## src/rtl/counter_alarm.sv

```systemverilog
// Wrap-safe compare alarm behind an upstream counter, one-shot or periodic reload.
// Optional saturating missed-hit counter enabled by COUNTER_ALARM_MISS_CNT_EN.
module counter_alarm #(
  parameter logic [7:0] STATE_RESET = 8'd0,
  parameter logic [7:0] STATE_RUN   = 8'd1
) (
  input  logic        clk,
  input  logic        resetn,
  input  logic [31:0] counter,
  input  logic [7:0]  state,
  input  logic        cmp_wen,
  input  logic [31:0] cmp_wdata,
  input  logic        period_wen,
  input  logic [31:0] period_wdata,
  input  logic        irq_ack,
`ifdef COUNTER_ALARM_MISS_CNT_EN
  output logic [7:0]  miss_cnt,
`endif
  output logic        irq,
  output logic        armed,
  output logic [31:0] cmp_cur
);

  typedef enum logic [1:0] {
    IDLE,
    ARMED,
    FIRED
  } fsm_t;

  fsm_t        r_fsm;
  logic        r_irq;
  logic [31:0] r_cmp;
  logic [31:0] r_period;

  logic [31:0] w_diff;
  logic        w_run;
  logic        w_rst;
  logic        w_hit;
  logic        w_fire;

  // Sign of the modular difference keeps detection correct across wrap.
  assign w_diff = counter - r_cmp;
  assign w_hit  = $signed(w_diff) >= 0;
  assign w_run  = (state == STATE_RUN);
  assign w_rst  = (state == STATE_RESET);
  assign w_fire = (r_fsm == ARMED) && w_run
                && w_hit && !cmp_wen;

  always_ff @(posedge clk or negedge resetn) begin
    if (!resetn) begin
      r_fsm    <= IDLE;
      r_irq    <= 1'b0;
      r_cmp    <= 32'd0;
      r_period <= 32'd0;
    end else begin
      if (period_wen)
        r_period <= period_wdata;
      if (cmp_wen) begin
        r_cmp <= cmp_wdata;
        r_fsm <= ARMED;
        if (irq_ack || w_rst)
          r_irq <= 1'b0;
      end else if (w_rst) begin
        r_fsm <= IDLE;
        r_irq <= 1'b0;
      end else if (w_fire) begin
        r_irq <= 1'b1;
        if (r_period == 32'd0)
          r_fsm <= FIRED;
        else
          r_cmp <= r_cmp + r_period;
      end else if (irq_ack) begin
        r_irq <= 1'b0;
        if (r_fsm == FIRED)
          r_fsm <= IDLE;
      end
    end
  end

`ifdef COUNTER_ALARM_MISS_CNT_EN
  logic [7:0] r_miss;

  always_ff @(posedge clk or negedge resetn) begin
    if (!resetn)
      r_miss <= 8'd0;
    else if (irq_ack || w_rst)
      r_miss <= 8'd0;
    else if (w_fire && r_irq && r_miss != 8'hFF)
      r_miss <= r_miss + 8'd1;
  end

  assign miss_cnt = r_miss;
`endif

  assign irq     = r_irq;
  assign armed   = (r_fsm == ARMED);
  assign cmp_cur = r_cmp;

endmodule

```

## config.mk

```make
export PLATFORM = sky130hd
export DESIGN_NAME = counter_alarm
export DESIGN_NICKNAME = d
export VERILOG_FILES = /design/src/rtl/counter_alarm.sv
export SDC_FILE = /design/constraint.sdc
export NUM_CORES = 1
export LEC_CHECK = 0
export ABC_AREA = 1
export BUFFER_PORTS_ARGS = -buffer_cell sky130_fd_sc_hd__buf_2
export CELL_PAD_IN_SITES_DETAIL_PLACEMENT = 0
export CELL_PAD_IN_SITES_GLOBAL_PLACEMENT = 2
export CORE_ASPECT_RATIO = 0.75
export CORE_MARGIN = 4
export CORE_UTILIZATION = 32
export DETAILED_ROUTE_END_ITERATION = 10
export GPL_TIMING_DRIVEN = 0
export PLACE_DENSITY = 0.9
export REMOVE_ABC_BUFFERS = 1
export SYNTH_ARGS = -nofsm -noshare
export SYNTH_HDL_FRONTEND = slang
export SYNTH_SLANG_ARGS = --single-unit
```

## constraint.sdc

```tcl
create_clock -name clk -period 4.5 [get_ports clk]
set_input_delay 0 -clock clk [delete_from_list [all_inputs] [get_ports clk]]
set_output_delay 0 -clock clk [all_outputs]
set_load 0.02 [all_outputs]
```

==> impl_summary.txt, run 1 <==
----------------------------------------------------
[Timing]
  Number of setup violations in the final report ... 0
  Worst hold slack across all endpoints ... 0.0174 ns
  Maximum frequency from static timing analysis ... approximately 360 MHz
  Hold violation total from the final report ... 0
  Worst Clk Skew ... 0.00700 ns
  Final critical delay including setup and external delays ... 2.78 ns
  Setup Total Neg Slack ... 0 ns
  Setup repair after global routing missed its margin ... false
  Post-route fraction of the period consumed by the critical path ... 61.7%
  Max-slew violation total from the final report ... 0
  Worst rel slew slack ... 32.0%
  Final worst setup slack ... 1.72 ns
  Worst Tran Pin Value ... ~1 ns

[Worst setup path]
  Nature of the critical path endpoint ... flip-flop
  Cell-by-cell listing of the critical path ... inv_1 > ha_1 > nand2_1 > nor2_2 > nand4_1 > nor2_1 > nand2_2 > nand2_2 > nand2_1 > nand2_2 > nand3_4 > nand2_8 > inv_1 > nand2_1 > nand2_1
  Critical path start-end classification ... flip-flop to flip-flop
  Cell seen most often among critical-path stages ... sky130_fd_sc_hd__nand2_1
  Startpoint type of the worst setup path ... flip-flop
  Startpoint of the lowest-slack register-to-register path ... cmp_cur[30]
  Reg-to-Reg End ... cmp_cur[0]
  Internal reg-to-reg setup slack ... 1.72 ns
  CP Max Fanout ... between 60 and 70
  Critical Path AT ... 3.01 ns
  Highest-delay cell along the critical path ... sky130_fd_sc_hd__nand2_8
  Longest individual stage delay on the worst path ... 0.45 ns
  R2R cell count ... 15
  Required time reported for the critical path endpoint ... 4.73 ns

[Logic synthesis]
  Most used flip-flop cell after synthesis ... sky130_fd_sc_hd__dfrtp_1
  Mean instance size in the synthesized netlist ... 6.90 µm²
  Share of Yosys cell area claimed by the top area cell type ... a little over a quarter
  Number of warnings issued by yosys ... 0
  Synthesized instance count ... 901
  Synth area leader ... sky130_fd_sc_hd__dfrtp_1
  Synthesis-stage register bit count ... 67
  Top cells by area in the synthesized netlist ... sky130_fd_sc_hd__dfrtp_1 (27%), sky130_fd_sc_hd__nand2_1 (17%), sky130_fd_sc_hd__ha_1 (12%)
  Sequential share of the synthesized area ... 27.0%
  Post-synthesis instance area ... 6220 µm²
  Number of enable flip-flop cells after synthesis ... 0
  Async set-or-reset flop fraction in the synthesized netlist ... between 90% and 100%
  Count of different cell masters after synthesis ... 38

[Clock network]
  Clock input transition at the sequential cells of the worst setup and hold paths ... 0.06 ns
  Number of buffers created by CTS ... 9
  Clock Tree Root ... sky130_fd_sc_hd__clkbuf_16
  Hold buffers post-CTS ... 63
  Post-CTS setup buffer count ... 0
  TritonCTS clock tree ... built
  Number of gates resized after cts ... 0
  Number of sinks driven by the clock tree ... 67
  H-tree depth ... 3
  Clock network latency to the later pin of the worst-skew pair ... 0.34 ns
  Deepest clock path buffer count ... 2

[Global routing]
  Overall overflow remaining after global route ... 0
  Wire length of the first global-routing pass ... 32000 µm
  Maximum number of pins on one net before global-route repair ... 64
  Number of antenna violations at the first check in global routing ... 0
  Vias in the first global route ... 6156
  Overall global routing resource usage ... a little under a fifth

[Routing]
  Detailed router's first-iteration violation count ... approximately 330
  Number of DRC violations after detailed routing ... 0
  Vias per std cell ... 4.64
  Remaining antenna violation count after routing ... 0
  Initial DRT Pass Iterations ... 5
  Number of vias in the routed layout ... about 6300
  Detailed Route WL ... 20000 µm
  Mean routed wirelength per cell ... 14.8 µm

[Die]
  Height of the die ... 129 µm
  Die area ... between 20000 and 25000 µm²
  Die extent in x ... ~170 µm
  Ports placed on the boundary ... 143
  Number of placement rows ... 43
  Area of the placeable core ... 18800 µm²
  Initial standard-cell utilization of the core ... 33.1%

[Layout]
  Design area ... 8060 µm²
  Layout overhead on the synthesized area ... 29.6%
  Antenna fix cells ... 0
  Filler cell count ... 2020
  Layout net count ... roughly 1300
  Share of final-layout standard cells stronger than drive strength 1 ... roughly 22%

[Placed design]
  Worst slack, placed ... between 1.5 and 2 ns
  Final HPWL from detailed placement ... 15800 µm
  Placement Cell Area ... 7120 µm²
  Quantity of I/O buffers inserted on ports ... ~140
  Final GP Congestion ... 0.841

[Worst hold path]
  Hold path depth ... 5
  Origin of the worst min-delay path ... cmp_wdata[20]
  HP Class ... input pin to flip-flop
  Hold Path Sink ... cmp_cur[20]

[Power and ir drop]
  Leakage power of the design ... 4.28 nW
  Post-layout total power ... between 3 and 4 mW
  Maximum ir drop on the vdd rail ... 0.164 mV
  Pwr/cell area ... 391 nW/µm²

[Job]
  Max_cap viols ... 0

[Outcome]
  Status ... finished clean

----------------------------------------------------
-- worst max-delay path, delay by kind of cell (launching register included) --
| kind | cells | cell delay (ns) |
|---|---|---|
| flops | 1 | 0.38 |
| simple gates | 12 | 1.68 |
| fa+ha+maj | 1 | 0.29 |
| buf+inv | 2 | 0.30 |
-- how the worst max path moves through the flow --
stage | slack (ns) | start | endpoint | cells after the start
floorplan | 2.19 | cmp_cur[22] | cmp_cur[31] | 13
global placement | 1.62 | cmp_wen | cmp_cur[31] | 6
detailed placement | 1.68 | cmp_wen | cmp_cur[31] | 6
CTS | 1.69 | cmp_cur[30] | cmp_cur[0] | 15
global route | 1.49 | cmp_cur[5] | cmp_cur[31] | 16
finish | 1.72 | cmp_cur[30] | cmp_cur[0] | 15
-- kinds of logic after synthesis --
| logic type | Yosys count | share of synthesized area, % |
|---|---|---|
| AOI/OAI and AO/OA | 126 | 12.5 |
| xor gates and xnor gates | 13 | 1.83 |
| adders and majority gates | 63 | 12.8 |
| buffers and inverters | 144 | 9.90 |
| DFF | 67 | 27.0 |
| muxes | 16 | 2.90 |
| and+or+nand+nor | 472 | 33.1 |
-- layer usage --
metal,vias up,global-route usage (%),wire length (µm)
met5,-,0,0
met4,0,3.44,145
met1,2817,28.9,11100
met3,11,3.10,899
met2,133,26.9,7880
li1,3315,-,-
-- through the flow --
stage	instances	util, %
after floorplan	883	-
after global placement	1272	37.8
after detailed placement	1273	37.9
after CTS	1352	42.9
after global routing	1352	42.9
final	1352	42.9
-- registers in the layout, indices dropped and copies added, names as in the netlist --
name / flops
cmp_cur: 32
r_period: 32
r_fsm: 2
irq: 1
-- report_power, final --
part	internal [mW]	switching (mW)	total, mW
clock network	0.475	0.269	0.744
logic	0.591	1.02	1.61
registers	0.697	0.0911	0.789
total	1.76	1.38	3.15
-- cell type report --
type                    instances  area, µm²  share of cell area, %
flip-flops and latches         67       1680                   20.8
inverters                     126        473                   5.87
well taps                     247        309                   3.84
clock buffers                  15        278                   3.45
repair buffers                206       1360                   16.9
multi-input cells             690       3930                   48.7
clock inverters                 1       30.0                  0.373
-- cells in the final DEF (no fill, tap or decap), types with 3 or more instances in the layout --
cell type,n
sky130_fd_sc_hd__o21ai_2,29
sky130_fd_sc_hd__xnor2_1,11
sky130_fd_sc_hd__dfrtp_1,67
sky130_fd_sc_hd__nand2_2,32
sky130_fd_sc_hd__dlygate4sd3_1,63
sky130_fd_sc_hd__nor2_1,62
sky130_fd_sc_hd__nand3b_1,5
sky130_fd_sc_hd__ha_1,62
sky130_fd_sc_hd__clkbuf_1,3
sky130_fd_sc_hd__nor4_1,6
sky130_fd_sc_hd__mux2_2,16
sky130_fd_sc_hd__buf_2,141
sky130_fd_sc_hd__o21bai_1,6
sky130_fd_sc_hd__nand2_1,279
sky130_fd_sc_hd__inv_1,126
sky130_fd_sc_hd__clkbuf_8,3
sky130_fd_sc_hd__nor3_1,7
sky130_fd_sc_hd__o21ai_0,42
sky130_fd_sc_hd__clkbuf_16,9
sky130_fd_sc_hd__nand3_1,55
sky130_fd_sc_hd__nand4_1,13
sky130_fd_sc_hd__a21oi_1,39
sky130_fd_sc_hd__a21o_1,3
-- cell usage after synthesis (all sizes together), types with 4 or more instances --
cell	instances
nor4	6
a21oi	40
nor2	64
or2	4
o21bai	6
inv	126
dfrtp	67
nand2	312
buf	6
clkbuf	12
nand3b	5
ha	62
nor3	9
nand4	13
xnor2	11
nand3	56
mux2	16
o21ai	73
(Power assumes the default switching activity.)
==> inputs of run 2 (changes only) <==
ABC_AREA = 0   (was 1)
PLACE_DENSITY = 0.86   (was 0.9)
clock period = 2.6 ns   (was 4.5 ns; I/O delays follow)
==> run 2 against run 1 <==
  * The flow now finishes with violations (negative setup slack)
  * Cell count shrank 23%
  * Synthesized area fell by 15%
  * Via count down 14%
  * Global-route usage rose by 0.95 points
  * Critical path depth is 5 lower
  * Final area is 1.6% lower
  * Combinational power about the same
  * Sequential share of layout area rose by 0.38 points
  * Utilization increased by 6.3 points
==> impl_summary.txt, run 2 <==
----------------------------------------------------
[Logic synthesis]
  Combinational family with the most area after synthesis ... compound AO/OA/AOI/OAI gates
  Multiplexer share of the synthesized area ... 10.9% (+8.0 points)
  Synth area leader ... sky130_fd_sc_hd__dfrtp_1
  Sequential share of the synthesized area ... 31.6% (+4.6 points)
  Post-synthesis share of cell area spent on and, or, nand and nor gates ... 15.2% (-18 points)
  Top cells by area in the synthesized netlist ... sky130_fd_sc_hd__dfrtp_1 (32%), sky130_fd_sc_hd__ha_1 (15%), sky130_fd_sc_hd__mux2_2 (6.8%)
  Cell with the most instances after synthesis ... sky130_fd_sc_hd__dfrtp_1
  Commonest cells in the synthesized netlist ... sky130_fd_sc_hd__dfrtp_1 (67), sky130_fd_sc_hd__ha_1 (62), sky130_fd_sc_hd__nand2_1 (52)
  Mean instance size in the synthesized netlist ... 9.08 µm² (+32%)
  Fraction of the mapped netlist area in compound gates ... 18.6% (+6.2 points)
  Number of warnings issued by yosys ... 0 (unchanged)
  Post-synthesis instance area ... 5300 µm² (-15%)
  Share of Yosys cell area claimed by the top area cell type ... 31.6% (+4.6 points)
  Synthesis-stage register bit count ... 67 (unchanged)
  Area share of xor/xnor cells in the synthesized design ... 3.96% (+2.1 points)
  Async set-or-reset flop fraction in the synthesized netlist ... 100% (unchanged)
  Adder-cell share of the synthesized area ... 15.0% (+2.2 points)
  Synthesized instance count ... 584 (-35%)
  Number of enable flip-flop cells after synthesis ... 0 (unchanged)
  Most used flip-flop cell after synthesis ... sky130_fd_sc_hd__dfrtp_1
  Count of different cell masters after synthesis ... 62 (+63%)

[Die]
  Ports placed on the boundary ... 143 (unchanged)
  Height of the die ... 119 µm (-7.2%)
  Area of the placeable core ... 16100 µm² (-14%)
  Number of placement rows ... 40 (-7.0%)
  Die extent in x ... 157 µm (-7.3%)
  Die area ... 18700 µm² (-14%)
  Initial standard-cell utilization of the core ... 32.9% (-0.20 points)

[Worst hold path]
  HP Class ... input pin to flip-flop
  Origin of the worst min-delay path ... cmp_wdata[30]
  Hold Path Sink ... cmp_cur[30]
  Hold path depth ... 4 (-1)

[Global routing]
  Overall global routing resource usage ... 19.5% (+0.95 points)
  Vias in the first global route ... 5644 (-8.3%)
  Maximum number of pins on one net before global-route repair ... 68 (+6.3%)
  Wire length of the first global-routing pass ... 29000 µm (-9.5%)
  Overall overflow remaining after global route ... 0 (unchanged)
  Number of antenna violations at the first check in global routing ... 0 (unchanged)

[Worst setup path]
  Nature of the critical path endpoint ... flip-flop
  Longest individual stage delay on the worst path ... 0.56 ns (+0.11 ns)
  Reg-to-Reg End ... r_fsm[0]
  Startpoint type of the worst setup path ... flip-flop
  Critical path start-end classification ... flip-flop to flip-flop
  Timing startpoint of the critical path ... cmp_cur[16]
  CP Max Fanout ... 4 (-94%)
  Startpoint of the lowest-slack register-to-register path ... cmp_cur[16]
  Kind of cell with the highest combined delay on the critical path ... simple AND/OR/NAND/NOR gates
  Critical Path AT ... 3.23 ns (+0.22 ns)
  Buf/Inv on CP ... 1 (-1)
  Highest-delay cell along the critical path ... sky130_fd_sc_hd__or4b_4
  Required time reported for the critical path endpoint ... 2.82 ns (-1.91 ns)
  Cell seen most often among critical-path stages ... sky130_fd_sc_hd__nand4_1
  Cell-by-cell listing of the critical path ... inv_2 > ha_4 > nand4_1 > nor4_4 > nand4_1 > o221ai_4 > nor2_4 > mux2i_4 > or4b_4 > a31o_4
  R2R cell count ... 10 (-5)
  Internal reg-to-reg setup slack ... -0.41 ns (-2.13 ns)

[Clock network]
  Clock network latency to the later pin of the worst-skew pair ... 0.33 ns (about the same)
  Deepest clock path buffer count ... 2 (unchanged)
  H-tree depth ... 3 (unchanged)
  TritonCTS clock tree ... built
  Clock input transition at the sequential cells of the worst setup and hold paths ... 0.05 ns (about the same)
  Number of sinks driven by the clock tree ... 67 (unchanged)
  Number of buffers created by CTS ... 9 (unchanged)
  Clock Tree Root ... sky130_fd_sc_hd__clkbuf_16

[Timing]
  Worst Clk Skew ... 0.00491 ns (-0.00209 ns)
  Worst rel slew slack ... 32.6% (+0.60 points)
  Maximum frequency from static timing analysis ... 332 MHz (-7.8%)
  Worst hold slack across all endpoints ... 0.0211 ns (+0.00371 ns)
  Hold violation total from the final report ... 0 (unchanged)
  Number of setup violations in the final report ... 35 (+35)
  Setup repair after global routing missed its margin ... true
  Final worst setup slack ... -0.412 ns (-2.13 ns)
  Worst Tran Pin Value ... 1.01 ns (-0.00898 ns)
  Final critical delay including setup and external delays ... 3.01 ns (+0.233 ns)
  Max-slew violation total from the final report ... 0 (unchanged)
  Post-route fraction of the period consumed by the critical path ... 116% (+54 points)

[Routing]
  Mean routed wirelength per cell ... 17.6 µm (+19%)
  Remaining antenna violation count after routing ... 0 (unchanged)
  Vias per std cell ... 5.21 (+12%)
  WL met1 ... 8630 µm (-22%)
  Detailed router's first-iteration violation count ... 292 (-12%)
  Met2 WL ... 8180 µm (+3.8%)
  Max layer used ... met4
  Number of DRC violations after detailed routing ... 0 (unchanged)
  Wire length on met3 ... 1120 µm (+24%)
  Detailed Route WL ... 18200 µm (-8.9%)
  Initial DRT Pass Iterations ... 4 (-1)
  Number of vias in the routed layout ... 5411 (-14%)

[Layout]
  Layout overhead on the synthesized area ... 49.4%
  End-of-flow core utilization ... 49.2% (+6.3 points)
  Antenna fix cells ... 0 (unchanged)
  Leading cell types in the layout, fill and taps excluded ... sky130_fd_sc_hd__buf_2 (141), sky130_fd_sc_hd__dfrtp_1 (65), sky130_fd_sc_hd__dlygate4sd3_1 (65)
  Design area ... 7920 µm² (-1.6%)
  Layout net count ... 996 (-22%)
  Commonest non-fill, non-tap cell in the layout ... sky130_fd_sc_hd__buf_2
  Share of final-layout standard cells stronger than drive strength 1 ... 35.7% (+14 points)

[Power and ir drop]
  Pwr/cell area ... 502 nW/µm² (+29%)
  Switching fraction of total power ... 35.4% (-8.5 points)
  Maximum ir drop on the vdd rail ... 0.261 mV (+59%)
  Combinational fraction of design power ... 40.8% (-11 points)
  Internal Pwr Total ... 2.57 mW (+46%)
  Leakage power of the design ... 3.58 nW (-16%)
  Switch Pwr ... 1.41 mW (+2.1%)
  Sequential group share of total power ... 31.5% (+6.4 points)
  Clock share of power ... 27.6% (+3.9 points)

[Job]
  Max_cap viols ... 0 (unchanged)

[Placed design]
  Quantity of I/O buffers inserted on ports ... 142 (unchanged)
  Final GP Congestion ... 0.904 (+7.5%)
  Placement Cell Area ... 6250 µm² (-12%)
  Final HPWL from detailed placement ... 13000 µm (-18%)

[Outcome]
  Failing checks ... negative setup slack
  Status ... finished with violations

----------------------------------------------------
==> run 2: cell types whose count changed after synthesis, moves of 7 or more <==
cell                       before  now
sky130_fd_sc_hd__nor4_1         6   13
sky130_fd_sc_hd__mux2i_1        0   20
sky130_fd_sc_hd__o21ai_0       42   24
sky130_fd_sc_hd__o21ai_2       29    0
sky130_fd_sc_hd__o21ai_1        2   15
sky130_fd_sc_hd__nand2_2       32    0
sky130_fd_sc_hd__a211oi_1       0    8
sky130_fd_sc_hd__nor2_1        62   29
sky130_fd_sc_hd__nand2_1      279   52
sky130_fd_sc_hd__nor3_1         7   14
sky130_fd_sc_hd__inv_1        126   49
sky130_fd_sc_hd__a21oi_1       39   46
sky130_fd_sc_hd__nand3_1       55   11
sky130_fd_sc_hd__mux2_2        16   32
==> run 2: timing repair <==
item                                    4_1_cts  5_1_grt
cloned                                        0        1
gates resized for setup                      62       29
endpoints found under the setup margin       34       35
endpoints found under the hold margin       131        0
setup buffers                                33        4
pin swaps                                    28       14
hold buffers                                 65        0
==> run 2: worst max path at each step <==
stage	to	slack [ns]	cells past startpoint
floorplan	cmp_cur[31]	-1.64	10
global placement	cmp_cur[31]	-3.08	10
detailed placement	cmp_cur[31]	-0.94	11
CTS	r_fsm[0]	-0.38	10
global route	cmp_cur[18]	-0.55	11
finish	r_fsm[0]	-0.41	10
==> run 2: power groups by stage <==
stage	clock (mW)	sequential (mW)	combinational (mW)
finish	1.10	1.26	1.63
detailed placement	0	1.27	1.30
CTS	1.13	1.26	1.57
global placement	0	1.27	1.28
global route	1.18	1.27	1.80
floorplan	0	1.29	0.862
==> run 2: metal layers <==
layer  vias up  track usage, %
li1       2646               -
met1      2577            27.7
met2       161            30.5
met3        27            3.75
met4         0            4.93
met5         -               0
==> run 2: metrics by stage <==
stage | instances | power, mW | TNS, ns | worst slack (ns)
3_3_place_gp | 920 | 2.54 | -84.55 | -3.08
4_1_cts | 1034 | 3.96 | -8.73 | -0.379
3_5_place_dp | 921 | 2.58 | -22.20 | -0.938
6_report | 1038 | 3.98 | -9.03 | -0.412
5_1_grt | 1038 | 4.25 | -14.49 | -0.551
2_1_floorplan | 568 | 2.15 | -40.78 | -1.64
==> run 2: cell type report <==
type                    instances  area, µm²
clock buffers                  12        246
clock inverters                 3       15.0
fillers                      1508       8190
inverters                      49        184
multi-input cells             452       3780
flip-flops and latches         67       1680
well taps                     210        263
repair buffers                245       1750
==> run 2: cell families (layout without fill, tap and decap cells) <==
family | after synthesis | count (layout)
AOI/OAI and AO/OA | 154 | 154
xor gates and xnor gates | 24 | 24
adders and majority gates | 63 | 63
DFF | 67 | 67
and+or+nand+nor | 158 | 158
muxes | 53 | 53
buffers and inverters | 65 | 309
==> run 2: worst reg2reg max path, cell delays in order (launching register included) <==
cell and delay [ns]:
sky130_fd_sc_hd__dfrtp_1 0.35, sky130_fd_sc_hd__inv_2 0.06, sky130_fd_sc_hd__ha_4 0.26, sky130_fd_sc_hd__nand4_1 0.22
sky130_fd_sc_hd__nor4_4 0.41, sky130_fd_sc_hd__nand4_1 0.20, sky130_fd_sc_hd__o221ai_4 0.30, sky130_fd_sc_hd__nor2_4 0.08
sky130_fd_sc_hd__mux2i_4 0.21, sky130_fd_sc_hd__or4b_4 0.56, sky130_fd_sc_hd__a31o_4 0.23
